**config.mk**
```make
export PLATFORM = sky130hd
export DESIGN_NAME = reset_sequencer
export DESIGN_NICKNAME = d
export VERILOG_FILES = /design/src/rtl/reset_sequencer.sv
export SDC_FILE = /design/constraint.sdc
export NUM_CORES = 1
export LEC_CHECK = 0
export BUFFER_PORTS_ARGS = -buffer_cell sky130_fd_sc_hd__buf_2
export CAP_MARGIN = 30
export CORE_AREA = 2 2 39 41
export DETAILED_ROUTE_END_ITERATION = 6
export DIE_AREA = 0 0 41 43
export GPL_ROUTABILITY_DRIVEN = 1
export GPL_TIMING_DRIVEN = 0
export PLACE_DENSITY = 0.66
export SLEW_MARGIN = 40
export SYNTH_ARGS = -nofsm -noshare
export SYNTH_HDL_FRONTEND = slang
export SYNTH_SLANG_ARGS = --single-unit
export TNS_END_PERCENT = 50
```
**constraint.sdc**
```tcl
create_clock -name clk_i -period 1.8 [get_ports clk_i]
set_input_delay 0.36 -clock clk_i [delete_from_list [all_inputs] [get_ports clk_i]]
set_output_delay 0.36 -clock clk_i [all_outputs]
set_load 0.05 [all_outputs]
```
**src/rtl/reset_sequencer.sv**
```systemverilog
// Ordered reset release for NUM_STAGES downstream domains: hold all resets
// after clock lock, then release them one by one and raise done_o.
module reset_sequencer #(
  parameter int NUM_STAGES  = 3,
  parameter int HOLD_CYCLES = 16,
  parameter int STAGE_GAP   = 4
) (
  input  logic                  clk_i,
  input  logic                  rst_i,
  input  logic                  lock_i,
  input  logic                  sw_rst_req_i,
  output logic [NUM_STAGES-1:0] rst_o,
  output logic                  done_o
);

  localparam int CNT_MAX = (HOLD_CYCLES > STAGE_GAP) ? HOLD_CYCLES : STAGE_GAP;
  localparam int CNT_W   = $clog2(CNT_MAX + 1);

  localparam logic [CNT_W-1:0]      HOLD_LAST = CNT_W'(HOLD_CYCLES - 1);
  localparam logic [CNT_W-1:0]      GAP_LAST  = CNT_W'(STAGE_GAP - 1);
  localparam logic [CNT_W-1:0]      CNT_ZERO  = CNT_W'(0);
  localparam logic [CNT_W-1:0]      CNT_ONE   = CNT_W'(1);
  localparam logic [NUM_STAGES-1:0] REL_NONE  = NUM_STAGES'(0);
  localparam logic [NUM_STAGES-1:0] REL_FIRST = NUM_STAGES'(1);
  localparam logic [NUM_STAGES-1:0] REL_ALL   = {NUM_STAGES{1'b1}};

  // ST_ASSERT is the all-zero code so that an all-zero register file is the reset state
  typedef enum logic [1:0] {
    ST_ASSERT  = 2'd0,
    ST_HOLD    = 2'd1,
    ST_RELEASE = 2'd2,
    ST_DONE    = 2'd3
  } state_e;

  state_e                  state_q, state_d;
  logic [CNT_W-1:0]        cnt_q, cnt_d;
  logic [NUM_STAGES-1:0]   rel_q, rel_d;
  logic [NUM_STAGES-1:0]   rel_next_s;
  logic                    done_q, done_d;
  logic                    abort_s;

  // Next-state logic: abort overrides everything, otherwise walk the sequence
  always_comb begin
    state_d    = state_q;
    cnt_d      = cnt_q;
    rel_d      = rel_q;
    done_d     = done_q;
    abort_s    = rst_i | ~lock_i | sw_rst_req_i;
    // Released mask grows from bit 0 upward, so a released stage always has its predecessor released
    rel_next_s = (rel_q << 1) | REL_FIRST;

    if (abort_s) begin
      state_d = ST_ASSERT;
      cnt_d   = CNT_ZERO;
      rel_d   = REL_NONE;
      done_d  = 1'b0;
    end else begin
      case (state_q)
        ST_ASSERT: begin
          state_d = ST_HOLD;
          cnt_d   = CNT_ZERO;
          rel_d   = REL_NONE;
          done_d  = 1'b0;
        end
        ST_HOLD: begin
          if (cnt_q == HOLD_LAST) begin
            cnt_d   = CNT_ZERO;
            rel_d   = REL_FIRST;
            state_d = (NUM_STAGES == 1) ? ST_DONE : ST_RELEASE;
          end else begin
            cnt_d = cnt_q + CNT_ONE;
          end
        end
        ST_RELEASE: begin
          if (cnt_q == GAP_LAST) begin
            cnt_d   = CNT_ZERO;
            rel_d   = rel_next_s;
            state_d = (rel_next_s == REL_ALL) ? ST_DONE : ST_RELEASE;
          end else begin
            cnt_d = cnt_q + CNT_ONE;
          end
        end
        ST_DONE: begin
          cnt_d  = CNT_ZERO;
          rel_d  = REL_ALL;
          done_d = 1'b1;
        end
        default: begin
          state_d = ST_ASSERT;
          cnt_d   = CNT_ZERO;
          rel_d   = REL_NONE;
          done_d  = 1'b0;
        end
      endcase
    end
  end

  // State, counter and output registers with synchronous reset
  always_ff @(posedge clk_i) begin
    if (rst_i) begin
      state_q <= ST_ASSERT;
      cnt_q   <= CNT_ZERO;
      rel_q   <= REL_NONE;
      done_q  <= 1'b0;
    end else begin
      state_q <= state_d;
      cnt_q   <= cnt_d;
      rel_q   <= rel_d;
      done_q  <= done_d;
    end
  end

  // Resets are stored as a released mask; zero mask means every domain held
  assign rst_o  = ~rel_q;
  assign done_o = done_q;

endmodule

```
==> metrics.yaml, run 1 <==
sta:
  timing.final.hold_violations: 0
  finalCriticalPeriod_ns: 1.73
  tightestPinTransition_ns: 0.445
  post-route-period-util: 0.958
  slew_headroom: 0.703
  fmax_ghz: 0.580
  skew_ns: 0.0134
  report.final.slew_viol_count: 0
  fin_ws_ns: 0.0748
  setup_viol: 0
  tns_ns: 0
  fin_hold_ws_ns: 0.448
route:
  met2_length_um: 564
  vias_per_cell: 5.40
  firstDrtPassIters: 4
  vias: 535
  m1WireLength_um: 549
  topRoutingLayerUsed: "met4"
  wl_met3_um: 24
  wl_per_cell_um: 11.7
  drt_iter0_markers: 5
  finalWirelength_um: 1150
  ant_nets: 0
  remaining_drc_errors: 0
logic_synthesis:
  synth_seq_area_share: 0.360
  synth_nets: 83
  netlist_area_sq_um: 612
  synthCells: 73
  yosys_warnings: 0
  ys_top_cells_by_area: "dfxtp_1 36%, ha_1 12%, nor3_1 6.5%"
  synth_top_area_cell: "dfxtp_1"
  synth_seq_cells: 11
  postSynthAreaPerCell_sq_um: 8.38
  synth_cell_type_count: 26
  yosys.area.top_type_share: 0.360
layout:
  final_nets: 94
  final_util: 0.514
  fillers: 144
  drive_gt1_frac: 0.253
  syn2layout_area_growth_pct: 16.2
  antenna_cells: 0
worst_setup_path:
  critPathMaxFanout: 5
  start_kind: "flop"
  worstPathArrival_ns: 1.86
  crit_type: "reg2reg"
  crit_start: "cnt_q[0]"
  r2r-start: "cnt_q[0]"
  critPathCaptureType: "flop"
  required_ns: 1.94
clock_network:
  cts_hold_buf: 0
  cts_tree: "yes"
  insertion_delay_ns: 0.28
  clockBufferDepth: 2
  cts_sinks: 11
  cts_max_level: 1
  cts_setup_buffers: 0
  root_buffer: "clkbuf_4"
  cts.clk_slew.worst_paths_ns: 0.08
  numCtsBuffers: 3
run:
  drv_cap: 0
worst_hold_path:
  min-delay-start: "cnt_q[0]"
  hold_path.class: "reg2reg"
floorplanning:
  dieHeight_um: 43
  dieArea_sq_um: 1760
  rows: 14
  start_util: 0.442
  ioPinCount: 8
  core-area_sq_um: 1380
  chipWidth_um: 41
power:
  report.power.total_mw: 0.451
  pwr_density_cell_nw_per_um2: 635
  peakVddDrop_mv: 0.430
  leakagePower_nw: 0.262
grt:
  grt_pass1_wl_um: 2130
  grt_max_degree: 11
  grt.total_usage: 0.178
  grt_pass1_vias: 502
  grt_overflow: 0
  antenna_found_initial: 0
placed_design:
  dpl_worst_slack_ns: 0.00474
  portBuffers: 7
  gp_routability_congestion: 0.685
  dp_hpwl_um: 832
status:
  outcome: "finished clean"
[sequential cells by signal (all words and copies together) (netlist names)]
signal / cells
rel_q: 3
state_q: 2
cnt_q: 5
done_o: 1
[layout make-up]
type	count	area (sq um)	share of cell area
clock buffer	3	22.5	0.0317
multi-input combinational	54	378	0.532
tap	16	20.0	0.0282
buffer	2	8.76	0.0123
sequential	11	223	0.313
timing repair buffer	7	35.0	0.0493
clock inverter	1	5.00	0.00704
inverter	5	18.8	0.0264
[through the flow]
step           std cells  area (sq um)
6_report              99           711
5_1_grt               99           711
4_1_cts              100           697
3_5_place_dp          96           667
3_3_place_gp          96           667
2_1_floorplan         73           612
[worst paths after layout]
path	endpoint	slack, ns	cells after the start
setup / recovery	state_q[0]	0.07	5
hold / removal	cnt_q[0]	0.45	1
setup reg to reg	state_q[0]	0.07	5
hold reg to reg	cnt_q[0]	0.45	1
[timing repair]
| action | CTS | global route |
|---|---|---|
| pin swaps | 0 | 1 |
| resized for setup | 1 | 6 |
| endpoints found under the setup margin | 1 | 4 |
| endpoints found under the hold margin | 0 | 0 |
[cells by family (layout without fill, tap and decap cells)]
logic type / Yosys count / in the layout / share of synthesized area
flops: 11 / 11 / 0.360
buf+inv: 8 / 18 / 0.0491
compound gates: 17 / 17 / 0.174
xor+xnor: 2 / 2 / 0.0286
mux: 1 / 1 / 0.0164
simple gates: 28 / 28 / 0.250
fa+ha+maj: 6 / 6 / 0.123
[cell usage in the layout, fill, tap and decap left out, drive strengths merged]
cell type / n
or3b: 1
a21oi: 6
dfxtp: 11
mux2i: 1
clkinv: 1
xor2: 1
nand4b: 1
inv: 5
ha: 6
nor2b: 1
and2: 1
a211o: 1
a211oi: 2
nand3: 3
buf: 7
clkbuf: 5
nand2: 1
and3: 1
or3: 1
nor3: 8
o21ai: 4
a32oi: 1
or4b: 1
a31o: 1
xnor2: 1
o31ai: 2
or2: 1
nor2: 8
[cell usage after synthesis]
cell and n:
nor2_1 8, and2_1 1, a211o_1 1, or3_1 1, mux2i_1 1, and3_2 1
o31ai_1 2, clkbuf_1 3, or4b_4 1, nand2_1 1, a211oi_1 2, inv_1 5
nand3_1 3, a31o_2 1, or3b_2 1, xor2_1 1, a21oi_1 6, dfxtp_1 11
a32oi_1 1, o21ai_0 4, or2_2 1, nor2b_1 1, nand4b_1 1, ha_1 6
xnor2_1 1, nor3_1 8
[power breakdown]
| part | switching [mW] | internal [mW] |
|---|---|---|
| combinational | 0.0187 | 0.0137 |
| clock | 0.0891 | 0.0823 |
| sequential | 0.00215 | 0.245 |
[critical path: stages (launching register included)]
cell and delay, ns:
dfxtp_2 0.37, ha_4 0.16, or4b_4 0.50, or3_1 0.37, a21oi_2 0.15, nor3_1 0.05
[layer usage]
metal	vias to the layer above	global-route usage
met5	-	0
met4	0	0.140
met3	2	0.0314
met2	6	0.244
met1	248	0.235
li1	279	-
Note: power is estimated with default switching activity, not from simulation.
==> run 2: changes to the inputs <==
- clock period: 1.8 -> 2.1 ns (I/O delays scaled with it)
==> metrics.yaml, run 2 (synthesis results as in run 1) <==
layout:
  final_nets: 95
  syn2layout_area_growth_pct: 13.5
  fillers: 146
  reg.largest.list: "cnt_q (5), rel_q (3), state_q (2)"
  antenna_cells: 0
  layout_commonest_cell: "dfxtp_1"
  stdcell_count: 100
  drive_gt1_frac: 0.190
  layout_common_cells: "11 x dfxtp_1, 8 x nor3_1, 8 x nor2_1"
  regMostFlops: "cnt_q"
  final_area_sq_um: 694
  largest_reg_flops: 5
power:
  pwr_density_cell_nw_per_um2: 560
  peakVddDrop_mv: 0.289
  leakagePower_nw: 0.262
sta:
  fin_ws_ns: 0.278
  report.final.slew_viol_count: 0
  setup_viol: 0
  tightestPinTransition_ns: 0.439
  fmax_ghz: 0.549
  post-route-period-util: 0.868
  timing.final.hold_violations: 0
  slew_headroom: 0.707
  rsz0062_at_grt: "no"
  skew_ns: 0.0148
  finalCriticalPeriod_ns: 1.82
  tns_ns: 0
clock_network:
  insertion_delay_ns: 0.28
  numCtsBuffers: 3
  cts_hold_buf: 0
  cts_setup_buffers: 0
  clockBufferDepth: 2
  cts_tree: "yes"
  root_buffer: "clkbuf_4"
  cts_max_level: 1
  cts-resized-gates: 0
  cts_sinks: 11
  cts.clk_slew.worst_paths_ns: 0.08
worst_setup_path:
  critical_path.max_stage_delay_ns: 0.52
  crit_slowest_cell: "or4b_4"
  start_kind: "flop"
  crit_chain: "ha_1 > or4b_4 > or3_1 > a21oi_1 > nor3_1"
  worstPathArrival_ns: 1.96
  critPathMaxFanout: 5
  critPathCaptureType: "flop"
  required_ns: 2.24
  crit_type: "reg2reg"
placed_design:
  dpl_worst_slack_ns: 0.305
  dp.cells: 96
  gp_routability_congestion: 0.685
  dp_hpwl_um: 832
  placed_cell_area_sq_um: 667
  portBuffers: 7
route:
  remaining_drc_errors: 0
  ant_nets: 0
  vias_per_cell: 5.33
  firstDrtPassIters: 4
  finalWirelength_um: 1120
  drt_iter0_markers: 7
  vias: 533
  wl_per_cell_um: 11.2
floorplanning:
  rows: 14
  dieHeight_um: 43
  core-area_sq_um: 1380
  start_util: 0.442
  chipWidth_um: 41
  dieArea_sq_um: 1760
  ioPinCount: 8
grt:
  grt_pass1_wl_um: 2100
  grt.total_usage: 0.176
  grt_pass1_vias: 496
  grt_overflow: 0
  grt_max_degree: 11
  antenna_found_initial: 0
worst_hold_path:
  hold_path.class: "reg2reg"
status:
  outcome: "finished clean"
run:
  drv_cap: 0
[run 2: through the flow]
step / util / hold WS (ns) / power, mW
6_report: 0.502 / 0.457 / 0.389
5_1_grt: 0.502 / 0.486 / 0.402
4_1_cts: 0.502 / 0.462 / 0.392
3_5_place_dp: 0.482 / 0.448 / 0.244
3_3_place_gp: 0.482 / 0.433 / 0.243
2_1_floorplan: - / 0.418 / 0.237
[run 2: area by class of cell]
type | count | area [sq um] | area share
repair buffers | 7 | 35.0 | 0.0505
plain buffers | 3 | 11.3 | 0.0162
inverters | 5 | 18.8 | 0.0270
multi-input cells | 54 | 362 | 0.521
clock buffers | 3 | 22.5 | 0.0324
well taps | 16 | 20.0 | 0.0288
clock inverters | 1 | 5.00 | 0.00721
flip-flops and latches | 11 | 220 | 0.317
[run 2: worst max-delay path: cells and delay by family (launching register included)]
kind,cells,cell delay [ns]
simple gates,3,0.92
fa+ha+maj,1,0.25
flops,1,0.36
compound gates,1,0.15
[run 2: final timing paths]
path	startpoint	end	slack [ns]	cells past startpoint
hold / removal	cnt_q[0]	cnt_q[0]	0.46	1
setup / recovery	cnt_q[0]	state_q[0]	0.28	5
hold reg to reg	cnt_q[0]	cnt_q[0]	0.46	1
setup reg to reg	cnt_q[0]	state_q[0]	0.28	5
[run 2: layer usage]
metal	vias up	share of wire	global-route usage
met4	0	0.036	0.140
met2	7	0.45	0.241
met3	5	0.026	0.0314
li1	281	-	-
met1	240	0.48	0.231
met5	-	0	0
[run 2: report_power, final]
part / leakage [nW] / switching [mW] / total, mW / internal (mW)
combinational: 0.156 / 0.0154 / 0.0266 / 0.0112
clock: 0.0177 / 0.0799 / 0.151 / 0.0707
sequential: 0.0888 / 0.00176 / 0.212 / 0.210
total: 0.262 / 0.0970 / 0.389 / 0.292
